$ cat src/rtl/rr_grant_pkg.sv
// Shared types and constants for the 4-requester round-robin grant encoder.
package rr_grant_pkg;

  localparam int unsigned NREQ  = 4;
  localparam int unsigned IDX_W = 2;

  typedef logic [IDX_W-1:0] idx_t;

  typedef enum logic [0:0] {
    IDLE  = 1'b0,
    GRANT = 1'b1
  } state_t;

  // Previous owner after reset; makes requester 0 the first one searched.
  localparam idx_t RESET_LAST = 2'd3;

endpackage

$ cat src/rtl/rr_grant_enc4_if.sv
// Request/grant bundle between the requesters and the round-robin encoder.
interface rr_grant_enc4_if;
  import rr_grant_pkg::*;

  logic [NREQ-1:0] req;
  logic            done;
  idx_t            gnt_idx;
  logic            gnt_valid;
  logic            timeout;
  logic            busy;

  modport master (
    output req, done,
    input  gnt_idx, gnt_valid, timeout, busy
  );

  modport slave (
    input  req, done,
    output gnt_idx, gnt_valid, timeout, busy
  );

endinterface

$ cat src/rtl/rr_grant_enc4_pick4.sv
// Rotating-priority search: first set request after 'last', wrapping modulo 4.
module rr_pick4
  import rr_grant_pkg::*;
(
  input  logic [NREQ-1:0] req,
  input  idx_t            last,
  output idx_t            idx,
  output logic            any
);

  logic found;
  idx_t cand;

  always_comb begin
    idx   = '0;
    found = 1'b0;
    cand  = '0;
    // Offset NREQ wraps back onto 'last', so the previous owner is tried last.
    for (int unsigned i = 1; i <= NREQ; i++) begin
      cand = last + idx_t'(i);
      if (!found && req[cand]) begin
        idx   = cand;
        found = 1'b1;
      end
    end
  end

  assign any = |req;

endmodule

$ cat src/rtl/rr_grant_enc4.sv
// Round-robin arbiter for 4 requesters with registered binary grant index,
// grant hold/release control and a hold-limit timeout.
module rr_grant_enc4
  import rr_grant_pkg::*;
#(
  parameter  int unsigned MAX_HOLD = 16,
  localparam int unsigned CNT_W    = $clog2(MAX_HOLD + 1)
) (
  input logic            clk,
  input logic            rst,
  rr_grant_enc4_if.slave bus
);

  state_t           state;
  idx_t             last;
  idx_t             gnt_idx_q;
  logic             timeout_q;
  logic [CNT_W-1:0] hold_cnt;

  idx_t pick_last;
  idx_t pick_idx;
  logic pick_any;
  logic owner_req;
  logic at_limit;
  logic release_now;
  logic force_rel;

  // While granting, the current owner becomes 'last' for same-edge re-arbitration.
  assign pick_last = (state == GRANT) ? gnt_idx_q : last;

  rr_pick4 u_pick (
    .req  (bus.req),
    .last (pick_last),
    .idx  (pick_idx),
    .any  (pick_any)
  );

  assign owner_req   = bus.req[gnt_idx_q];
  assign at_limit    = (hold_cnt == CNT_W'(MAX_HOLD - 1));
  assign release_now = (state == GRANT) && (bus.done || !owner_req || at_limit);
  assign force_rel   = (state == GRANT) && !bus.done && owner_req && at_limit;

  always_ff @(posedge clk) begin
    if (rst) begin
      state     <= IDLE;
      last      <= RESET_LAST;
      gnt_idx_q <= '0;
      timeout_q <= 1'b0;
      hold_cnt  <= '0;
    end else begin
      timeout_q <= force_rel;
      case (state)
        IDLE: begin
          if (pick_any) begin
            state     <= GRANT;
            gnt_idx_q <= pick_idx;
            hold_cnt  <= '0;
          end
        end
        GRANT: begin
          if (release_now) begin
            last     <= gnt_idx_q;
            hold_cnt <= '0;
            if (pick_any) begin
              gnt_idx_q <= pick_idx;
            end else begin
              state <= IDLE;
            end
          end else if (hold_cnt != CNT_W'(MAX_HOLD)) begin
            hold_cnt <= hold_cnt + CNT_W'(1);
          end
        end
        default: state <= IDLE;
      endcase
    end
  end

  assign bus.gnt_idx   = gnt_idx_q;
  assign bus.gnt_valid = (state == GRANT);
  assign bus.busy      = (state == GRANT);
  assign bus.timeout   = timeout_q;

endmodule

$ cat src/flat_wrapper.sv
// flat-port wrapper written by rule: the top's interface ports become plain ports
module rr_grant_enc4_flat import rr_grant_pkg::*;
#(
  parameter  int unsigned MAX_HOLD = 16,
  localparam int unsigned CNT_W    = $clog2(MAX_HOLD + 1)
)
  (clk, rst, bus_req, bus_done, bus_gnt_idx, bus_gnt_valid, bus_timeout, bus_busy);
  rr_grant_enc4_if bus_i ();
  input logic clk;
  input logic rst;
  input wire logic [$bits(bus_i.req)-1:0] bus_req;
  input wire logic [$bits(bus_i.done)-1:0] bus_done;
  output wire logic [$bits(bus_i.gnt_idx)-1:0] bus_gnt_idx;
  output wire logic [$bits(bus_i.gnt_valid)-1:0] bus_gnt_valid;
  output wire logic [$bits(bus_i.timeout)-1:0] bus_timeout;
  output wire logic [$bits(bus_i.busy)-1:0] bus_busy;
  assign bus_i.req = bus_req;
  assign bus_i.done = bus_done;
  assign bus_gnt_idx = bus_i.gnt_idx;
  assign bus_gnt_valid = bus_i.gnt_valid;
  assign bus_timeout = bus_i.timeout;
  assign bus_busy = bus_i.busy;
  rr_grant_enc4 #(.MAX_HOLD(MAX_HOLD)) u_core (.clk(clk), .rst(rst), .bus(bus_i));
endmodule
$ cat config.mk
export PLATFORM = sky130hd
export DESIGN_NAME = rr_grant_enc4_flat
export DESIGN_NICKNAME = d
export VERILOG_FILES = /design/src/rtl/rr_grant_pkg.sv /design/src/rtl/rr_grant_enc4_if.sv /design/src/rtl/rr_grant_enc4_pick4.sv /design/src/rtl/rr_grant_enc4.sv /design/src/flat_wrapper.sv
export SDC_FILE = /design/constraint.sdc
export NUM_CORES = 1
export LEC_CHECK = 0
export ABC_AREA = 1
export BUFFER_PORTS_ARGS = -buffer_cell sky130_fd_sc_hd__buf_2
export CORE_AREA = 2 2 45 47
export CTS_CLUSTER_SIZE = 20
export DETAILED_ROUTE_END_ITERATION = 8
export DIE_AREA = 0 0 47 49
export GPL_ROUTABILITY_DRIVEN = 0
export PLACE_DENSITY = 0.73
export SETUP_SLACK_MARGIN = 0.02
export SYNTH_ARGS = -nofsm -noshare
export SYNTH_HDL_FRONTEND = slang
export SYNTH_SLANG_ARGS = --single-unit
export TNS_END_PERCENT = 20
$ cat constraint.sdc
create_clock -name clk -period 4.53 [get_ports clk]
set_input_delay 1.359 -clock clk [delete_from_list [all_inputs] [get_ports clk]]
set_output_delay 1.359 -clock clk [all_outputs]
set_load 0.03 [all_outputs]
# [Yosys cells after proc, flatten, opt, wreduce, memory -nomap -nowiden]
# Index checks and enable logic that the tools add are counted.
[totals] latch_bits=0 memories=0 mem_bits_ro=0 ram_bits=0 output_inout_bits=5 reg_bits=11 wordCells=65
[classes] n_eq_ne=5 shifts=0 n_mux=28 bitwise_logic=1 add_sub_neg=4 div_mod_pow=0 reduce_logical=17 magnitude_cmp=5 multipliers=0
[op_table] operator="2-bit by 3-bit < comparator with 1-bit output (second input constant)" count=5
[op_table] operator="5-bit two-way mux" count=3
[op_table] operator="2-bit two-way mux" count=7
[op_table] operator="1-bit binary-select mux with 2-bit select" count=5
[op_table] operator="1-bit two-way mux" count=10
[op_table] operator="5-bit one-hot mux with 2 select lines" count=1
[op_table] operator="1-bit logical AND" count=7
[op_table] operator="5-bit by 1-bit adder with 5-bit output (second input constant)" count=1
[op_table] operator="5-bit by 4-bit == test with 1-bit output (second input constant)" count=1
[op_table] operator="1-bit logical NOT" count=5
[op_table] operator="5-bit != test (second input constant)" count=1
[op_table] operator="2-bit adder (second input constant)" count=2
[op_table] operator="2-bit one-hot mux with 2 select lines" count=1
[op_table] operator="2-bit AND reduction" count=2
[op_table] operator="4-bit OR reduction" count=1
[op_table] operator="3-bit != test (second input constant)" count=1
[op_table] operator="2-bit by 1-bit adder with 2-bit output (second input constant)" count=1
[op_table] operator="1-bit logical OR" count=2
[op_table] operator="2-bit by 1-bit != test with 1-bit output (second input constant)" count=1
[op_table] operator="2-bit != test (second input constant)" count=1
[op_table] operator="1-bit one-hot mux with 2 select lines" count=1
[op_table] operator="1-bit NOT" count=1

# [Depth between registers and ports, before layout]
# Gate-level depths: netlist (run 1).
[logic_depth] ltp_word=17 depth_mapped=13 depth_no_buf=13

# [Modules after synthesis]
# A second synthesis (run 1) with hierarchy kept.
[unflattened] hier_cells=144 hier_area_um2=999.7
[modules_own_cells] mod="rr_grant_enc4" cells_per_inst=94 seq_area_each_um2=220.2 n_inst=1 area_per_inst_um2=698.2
[modules_own_cells] mod="rr_pick4" cells_per_inst=50 seq_area_each_um2=0.0 n_inst=1 area_per_inst_um2=301.5

# [Worst setup path after synthesis (run 1)]
# Ideal clock, no wire load.
[synth_path] kind="input to register" startpoint="input port bus_req[0]" endpoint="register u_core.hold_cnt[0]" setup_time_ns=0.113 path_buffers=0 arrival_ns=2.142 path_stages=9 path_slack_ns=2.275 path_cell_list="inv_1 nand2_1 nand3_1 o21ai_2 nand3_2 o21ai_2 nand2_2 nor2_1 nor2_1"
[synth_between] elab_chain_cells=8
[synth_rtl] element="from (decl)" line_no="flat_wrapper.sv:11" text="input wire logic [$bits(bus_i.req)-1:0] bus_req;"
[synth_rtl] element="1-bit binary-select mux with 2-bit select" line_no="rr_grant_enc4.sv:38" text="assign owner_req = bus.req[gnt_idx_q];"
[synth_rtl] element="1-bit two-way mux (not written as such)" line_no="rr_grant_enc4.sv:38"
[synth_rtl] element="1-bit logical NOT" line_no="rr_grant_enc4.sv:40" text="assign release_now = (state == GRANT) && (bus.done || !owner_req || at_limit);"
[synth_rtl] element="1-bit logical OR (2 in series)" line_no="rr_grant_enc4.sv:40"
[synth_rtl] element="1-bit logical AND" line_no="rr_grant_enc4.sv:40"
[synth_rtl] element="5-bit two-way mux or 3-bit != test (tied branches)"
[synth_rtl] element="5-bit one-hot mux with 2 select lines or 2-bit AND reduction (tied branches)"
[synth_rtl] element="to (signal assigned)" line_no="rr_grant_enc4.sv:70" text="hold_cnt <= hold_cnt + CNT_W'(1);"
[synth_rtl] element="to (decl)" line_no="rr_grant_enc4.sv:18" text="logic [CNT_W-1:0] hold_cnt;"
# Parallel ways exist; a longest one is shown, timed or not. The select of a mux whose other input is x is not followed.
# A chain may end at the register's enable or synchronous reset.

# [Worst setup path after layout (run 1)]
[layout_path] startpoint="register u_core.state, in the netlist u_core.bus.busy" endpoint="output port bus_gnt_valid"
[layout_lines] element="from (decl)" line_no="rr_grant_enc4.sv:14" text="state_t state;"
[layout_lines] element="from (signal assigned)" line_no="rr_grant_enc4.sv:45" text="state <= IDLE;"
[layout_lines] element="from (signal assigned)" line_no="rr_grant_enc4.sv:55" text="state <= GRANT;"
[layout_lines] element="from (signal assigned)" line_no="rr_grant_enc4.sv:67" text="state <= IDLE;"
[layout_lines] element="to (decl)" line_no="flat_wrapper.sv:14" text="output wire logic [$bits(bus_i.gnt_valid)-1:0] bus_gnt_valid;"
# No word-level cell between the ends.

==> metrics.cfg, run 1 <==
[status]
status = finished, final reports clean

[synthesis]
yosys.area_share.adder_pct = 3.99
synth_top_family_by_area = simple AND/OR/NAND/NOR gates
synth-simple-area-share_pct = 48.0
syn_inst = 157
ys_types = 21
synth-compound-area-share_pct = 11.2
postSynthAreaPerCell_um2 = 5.99
ys_warn_count = 0
synth_area_um2 = 941
synth_xor_area_share_pct = 1.86
ys_seq_area_share_pct = 23.4
muxShareOfSynthArea_pct = 0
syn-num-nets = 167
synth_seq_cells = 11

[place]
io_buffers = 11
hpwlAfterDp_um = 1760
place_inst = 193
placed_area_um2 = 1010

[clock_network]
post-cts-setup-buffers = 0
clock-sinks = 11
postCtsHoldBufs = 0
cts.clk_slew.worst_paths_ps = 60
numCtsBuffers = 3
h-tree-depth = 1
cts-root-buf = clkbuf_4
cts_tree = built
cts_resized = 0
clock_path_buffers = 2
insertion_delay_ps = 260

[global_routing]
grt_pass1_vias = 892
grt_pass1_wl_um = 3510
grt_usage_pct = 20.5
globalRoute.totalOverflow = 0
grt_max_degree = 15
grt_antenna_before_repair = 0

[routing]
dr.first_iter.drc_count = 24
vias_per_cell = 5.08
remaining_drc_errors = 0
wl_per_cell_um = 10.8
drtPass1Iterations = 4
routed_wl_um = 2120
via_count = 1001
drt.antenna.violating_nets = 0

[worst_setup_path]
critPathTopFamily = flip-flops
path_max_fanout = 14
worst_ep_arrival_time_ps = 1170
worstSetupStartpointType = register
crit_cells = 1
critPathSlowestCell = dfxtp_1
cp_slowest_stage_delay_ps = 620
critPathRequiredTime_ps = 3170
crit_chain = buf_2
crit_buf_inv = 1
endpoint_kind = primary output
critical_path_class = reg2out
reg2reg_depth = 12

[timing]
grt_setup_unrepaired = no
worst_pin_slew_ps = 477
period_minus_slack_ps = 2530
finalClockSkew_ps = 1.84
slew_headroom_pct = 68.2
slew_violations = 0
fin_tns_setup_ps = 0
hold_viol_final = 0
setup_viol = 0
finalCritPeriodShare_pct = 55.8
maxClockFrequency_ghz = 0.396

[floorplanning]
start_util_pct = 51.1
die_area_um2 = 2300
die_w_um = 47
fp-row-count = 16
die_h_um = 49
fp.coreArea_um2 = 1840
num_io_pins = 12

[layout]
layout.nets = 181
layout_common_cells = 53 x nand2_1, 24 x inv_1, 20 x nand3_1
final_cells = 197
fill_cells = 207
syn2layout_area_growth_pct = 10.2
n_antenna_cell = 0
fin_area_um2 = 1040
final_common_cell = nand2_1
post-route-util_pct = 56.3
drive_gt1_share_pct = 16.5

[flow_run]
maxCapViolCount = 0

[hold_path]
hold_depth = 2
hold_path_class = reg2reg

[power_and_ir_drop]
p_leak_nw = 0.577
total_power_uw = 353
peakVddDrop_v = 0.000245
power_density_nw_per_um2 = 340

## cells by family (layout without fill, tap and decap cells)
family / count (synthesis) / count (layout)
AO/OA/AOI/OAI: 16 / 16
XOR/XNOR: 2 / 2
adder cells (fa/ha/maj): 3 / 3
buffers and inverters: 26 / 39
flip-flops: 11 / 11
AND/OR/NAND/NOR: 99 / 99
## state kept, by name (all words and copies together) (netlist names)
register / count
u_core.bus.busy: 1
u_core.bus.gnt_idx: 2
u_core.bus.timeout: 1
u_core.hold_cnt: 5
u_core.last: 2
## synth_stat cells
| cell type | n | area share (%) |
|---|---|---|
| dfxtp_1 | 11 | 23 |
| nand4_1 | 2 | 1.3 |
| and3_1 | 1 | 0.67 |
| nand2_1 | 53 | 21 |
| nor2_1 | 11 | 4.4 |
| o21ai_2 | 3 | 2.8 |
| o21ai_0 | 2 | 1.1 |
| nand3_2 | 1 | 1.1 |
| nor3_1 | 1 | 0.53 |
| o2111ai_1 | 1 | 0.93 |
| ha_1 | 3 | 4.0 |
| a21oi_1 | 6 | 3.2 |
| buf_6 | 1 | 1.2 |
| nand2_2 | 7 | 4.7 |
| inv_1 | 24 | 9.6 |
| nand2_4 | 3 | 3.6 |
| buf_4 | 1 | 0.80 |
| a31oi_1 | 2 | 1.3 |
| nand3_1 | 20 | 11 |
| xor2_1 | 2 | 1.9 |
| o221ai_1 | 2 | 1.9 |
## per-layer routing
| metal | vias to the layer above | part of all wire (%) | global-route usage [%] | routed length [um] |
|---|---|---|---|---|
| met5 | - | 0 | 0 | 0 |
| met4 | 0 | 1.9 | 11.1 | 40 |
| met3 | 4 | 3.3 | 1.11 | 69 |
| met2 | 22 | 53 | 37.0 | 1120 |
| met1 | 448 | 42 | 22.1 | 895 |
| li1 | 527 | - | - | - |
## path summary, 6_finish.rpt
| kind | start | end | slack, ps |
|---|---|---|---|
| worst max-delay path | u_core.bus.busy | bus_gnt_valid | 2000 |
| worst min-delay path | u_core.hold_cnt[4] | u_core.hold_cnt[4] | 530 |
| worst max register to register | u_core.bus.busy | u_core.bus.gnt_idx[1] | 2720 |
| worst min register to register | u_core.hold_cnt[4] | u_core.hold_cnt[4] | 530 |
## report_power, final
group / switching, mW / internal (mW) / total (mW)
combinational: 0.115 / 0.0553 / 0.170
clock: 0.0299 / 0.0341 / 0.0639
sequential: 0.0124 / 0.107 / 0.119
## cell type report
cell class              count  area (um2)  area share (%)
well taps                  27        33.8            3.26
clock buffers               4        26.3            2.53
flip-flops and latches     11         220            21.2
inverters                  24        90.1            8.69
multi-input cells         120         612            59.0
repair buffers             11        55.1            5.31
## metrics by stage
stage          hold slack (ps)  setup slack (ps)
2_1_floorplan              468              2280
5_1_grt                    542              1950
4_1_cts                    519              2010
3_3_place_gp               510              2040
3_5_place_dp               510              2000
6_report                   529              2000
Power figures use the tool's default switching activity.
==> run 2: changes to the inputs <==
- ABC_AREA: 1 -> 0
- CORE_AREA: 2 2 45 47 -> 2 2 42 44
- DIE_AREA: 0 0 47 49 -> 0 0 44 46
- PLACE_DENSITY: 0.73 -> 0.69
- clock period: 4.53 -> 2.29 ns (I/O delays scaled with it)
==> metrics.cfg, run 2 <==
[worst_setup_path]
endpoint_kind = register
worstSetupStartpointType = register
rr_startpoint = u_core.hold_cnt[0]
critical_path_class = reg2reg
r2r_slack_ps = 90  ; -2630 ps
critPathSlowestCell = or4b_4
setup.worst_path.start = u_core.hold_cnt[0]
critPathRequiredTime_ps = 2500  ; -670 ps
crit_chain = ha_4 -> and3_1 -> ha_2 -> or4b_4 -> o22ai_2 -> or4b_4 -> a31oi_1
worst_ep_arrival_time_ps = 2400  ; +1230 ps
cp_slowest_stage_delay_ps = 480  ; -140 ps
path_max_fanout = 4  ; -10
cp_common_cell = or4b_4

[clock_network]
clock_path_buffers = 2  ; unchanged
clock-sinks = 11  ; unchanged
cts_tree = built
insertion_delay_ps = 280  ; +20 ps
postCtsHoldBufs = 0  ; unchanged
cts.clk_slew.worst_paths_ps = 80  ; +20 ps
numCtsBuffers = 3  ; unchanged
cts-root-buf = clkbuf_4
h-tree-depth = 1  ; unchanged

[synthesis]
postSynthAreaPerCell_um2 = 9.05  ; +51%
ys_seq_area_share_pct = 31.2  ; +7.8 points
yosysTopAreaCell = dfxtp_1
synth_enable_flop_cells = 0  ; unchanged
async_flop_share_pct = 0  ; unchanged
synth_common_cells = 11 x dfxtp_1, 6 x nor2_1, 5 x inv_1, 5 x mux2i_1, 4 x o211ai_1
synth_seq_cells = 11  ; unchanged
netlist.area_leader.share_pct = 31.2  ; +7.8 points
syn_inst = 78  ; -50%
ys_types = 37  ; +76%
ys_warn_count = 0  ; unchanged
ys.flop_type = dfxtp_1
syn-num-nets = 88  ; -47%
synth_area_um2 = 706  ; -25%
synthTopCellsByArea = dfxtp_1 31%, mux2i_1 7.1%, ha_1 5.3%
yosysMostFrequentCell = dfxtp_1

[routing]
vias_per_cell = 5.92  ; +17%
wl_per_cell_um = 13.6  ; +26%
drt.antenna.violating_nets = 0  ; unchanged
routed_wl_um = 1540  ; -28%
dr.first_iter.drc_count = 16  ; -33%
via_count = 669  ; -33%
drtPass1Iterations = 4  ; unchanged
remaining_drc_errors = 0  ; unchanged

[timing]
hold_viol_final = 0  ; unchanged
finalClockSkew_ps = 6.72  ; +4.89 ps
maxClockFrequency_ghz = 0.456
fin_tns_setup_ps = 0  ; unchanged
slew_headroom_pct = 60.0  ; -8.1 points
holdWs_ps = 487  ; -41.9 ps
worst_pin_slew_ps = 594  ; +117 ps
grt_setup_unrepaired = yes
period_minus_slack_ps = 2200
finalCritPeriodShare_pct = 95.9
slew_violations = 0  ; unchanged
setup_viol = 0  ; unchanged
setup_ws_ps = 94.7  ; -1910 ps

[floorplanning]
die_area_um2 = 2020  ; -12%
fp.coreArea_um2 = 1610  ; -12%
num_io_pins = 12  ; unchanged
die_w_um = 44  ; -6.4%
die_h_um = 46  ; -6.1%
fp-row-count = 15  ; -1
start_util_pct = 43.7  ; -7.4 points

[layout]
fin_area_um2 = 857  ; -17%
syn2layout_area_growth_pct = 21.5
post-route-util_pct = 53.1  ; -3.2 points
layout_common_cells = 11 x buf_2, 9 x dfxtp_1, 7 x buf_4
largest_register_ffs = 5  ; unchanged
n_antenna_cell = 0  ; unchanged
top_register = u_core.hold_cnt
final_common_cell = buf_2
layout.nets = 107  ; -41%
final_cells = 113  ; -43%
drive_gt1_share_pct = 32.3  ; +16 points
fill_cells = 153  ; -26%

[global_routing]
grt_pass1_wl_um = 2570  ; -27%
grt_max_degree = 10  ; -5
grt_usage_pct = 17.6  ; -2.9 points
globalRoute.totalOverflow = 0  ; unchanged
grt_antenna_before_repair = 0  ; unchanged
grt_pass1_vias = 620  ; -30%

[power_and_ir_drop]
p_leak_nw = 0.361  ; -37%
peakVddDrop_v = 0.000279  ; +14%
total_power_uw = 479  ; +36%
power_density_nw_per_um2 = 559  ; +64%

[place]
place_inst = 107  ; -45%
hpwlAfterDp_um = 1110  ; -37%
pre_cts_ws_ps = -19.9  ; -2020 ps
placed_area_um2 = 790  ; -22%
io_buffers = 11  ; unchanged

[status]
status = finished, final reports clean

[hold_path]
hold_path_class = reg2reg
min-delay-start = u_core.last[0]

[flow_run]
maxCapViolCount = 0  ; unchanged

## run 2: cell types whose count changed in the layout (fill, tap and decap cells not counted), moves of 3 or more
cell      previous run  this run
o211ai_1             0         4
nand2_4              3         0
a21oi_1              6         3
nand2_1             53         3
inv_1               24         5
nand2_2              7         0
nor2_1              11         6
mux2i_1              0         5
o21ai_2              3         0
nand3_1             20         3
buf_4                0         7
## run 2: kinds of logic (layout without fill, tap and decap cells)
logic type	count (synthesis)	after routing	synth area share, %
AO/OA/AOI/OAI	18	18	19.7
AND/OR/NAND/NOR	29	29	25.7
flip-flops	11	11	31.2
XOR/XNOR	2	2	2.48
adder cells (fa/ha/maj)	3	3	5.32
multiplexers	6	6	8.69
buffers and inverters	9	27	6.91
## run 2: path summary, 6_finish.rpt
| check | end | cells past startpoint |
|---|---|---|
| worst min-delay path | u_core.last[0] | 2 |
| worst max-delay path | u_core.hold_cnt[3] | 7 |
| worst min register to register | u_core.last[0] | 2 |
| worst max register to register | u_core.hold_cnt[3] | 7 |
## run 2: report_power, final
group	switching [mW]	leakage (nW)	internal, mW	total (mW)
Clock	0.0742	0.0177	0.0649	0.139
Sequential	0.0129	0.0911	0.203	0.216
Combinational	0.0676	0.252	0.0563	0.124
Total	0.155	0.361	0.325	0.479
## run 2: area by class of cell
type / instances / area [um2] / share of cell area (%)
clock buffers: 3 / 22.5 / 2.63
clock inverters: 1 / 5.00 / 0.584
inverters: 5 / 18.8 / 2.19
multi-input cells: 58 / 459 / 53.6
flip-flops and latches: 11 / 223 / 26.0
well taps: 17 / 21.3 / 2.48
repair buffers: 18 / 108 / 12.6
## run 2: repair_timing
item                       in CTS  in global routing
setup buffers                   1                  1
setup endpoints to repair       1                  6
gates resized for setup         1                  6
pin swaps                       2                  3
## run 2: routing by layer
metal,part of all wire [%],vias up,GRT usage (%)
met5,0,-,0
met4,2.7,0,9.09
met3,3.8,5,4.76
met2,48,10,28.8
met1,45,320,21.0
li1,-,334,-
## run 2: critical path, delay by kind of cell (launching register included)
family,cells,cell delay (ps)
adder cells (fa/ha/maj),2,330
flip-flops,1,340
AO/OA/AOI/OAI,2,330
AND/OR/NAND/NOR,3,1120
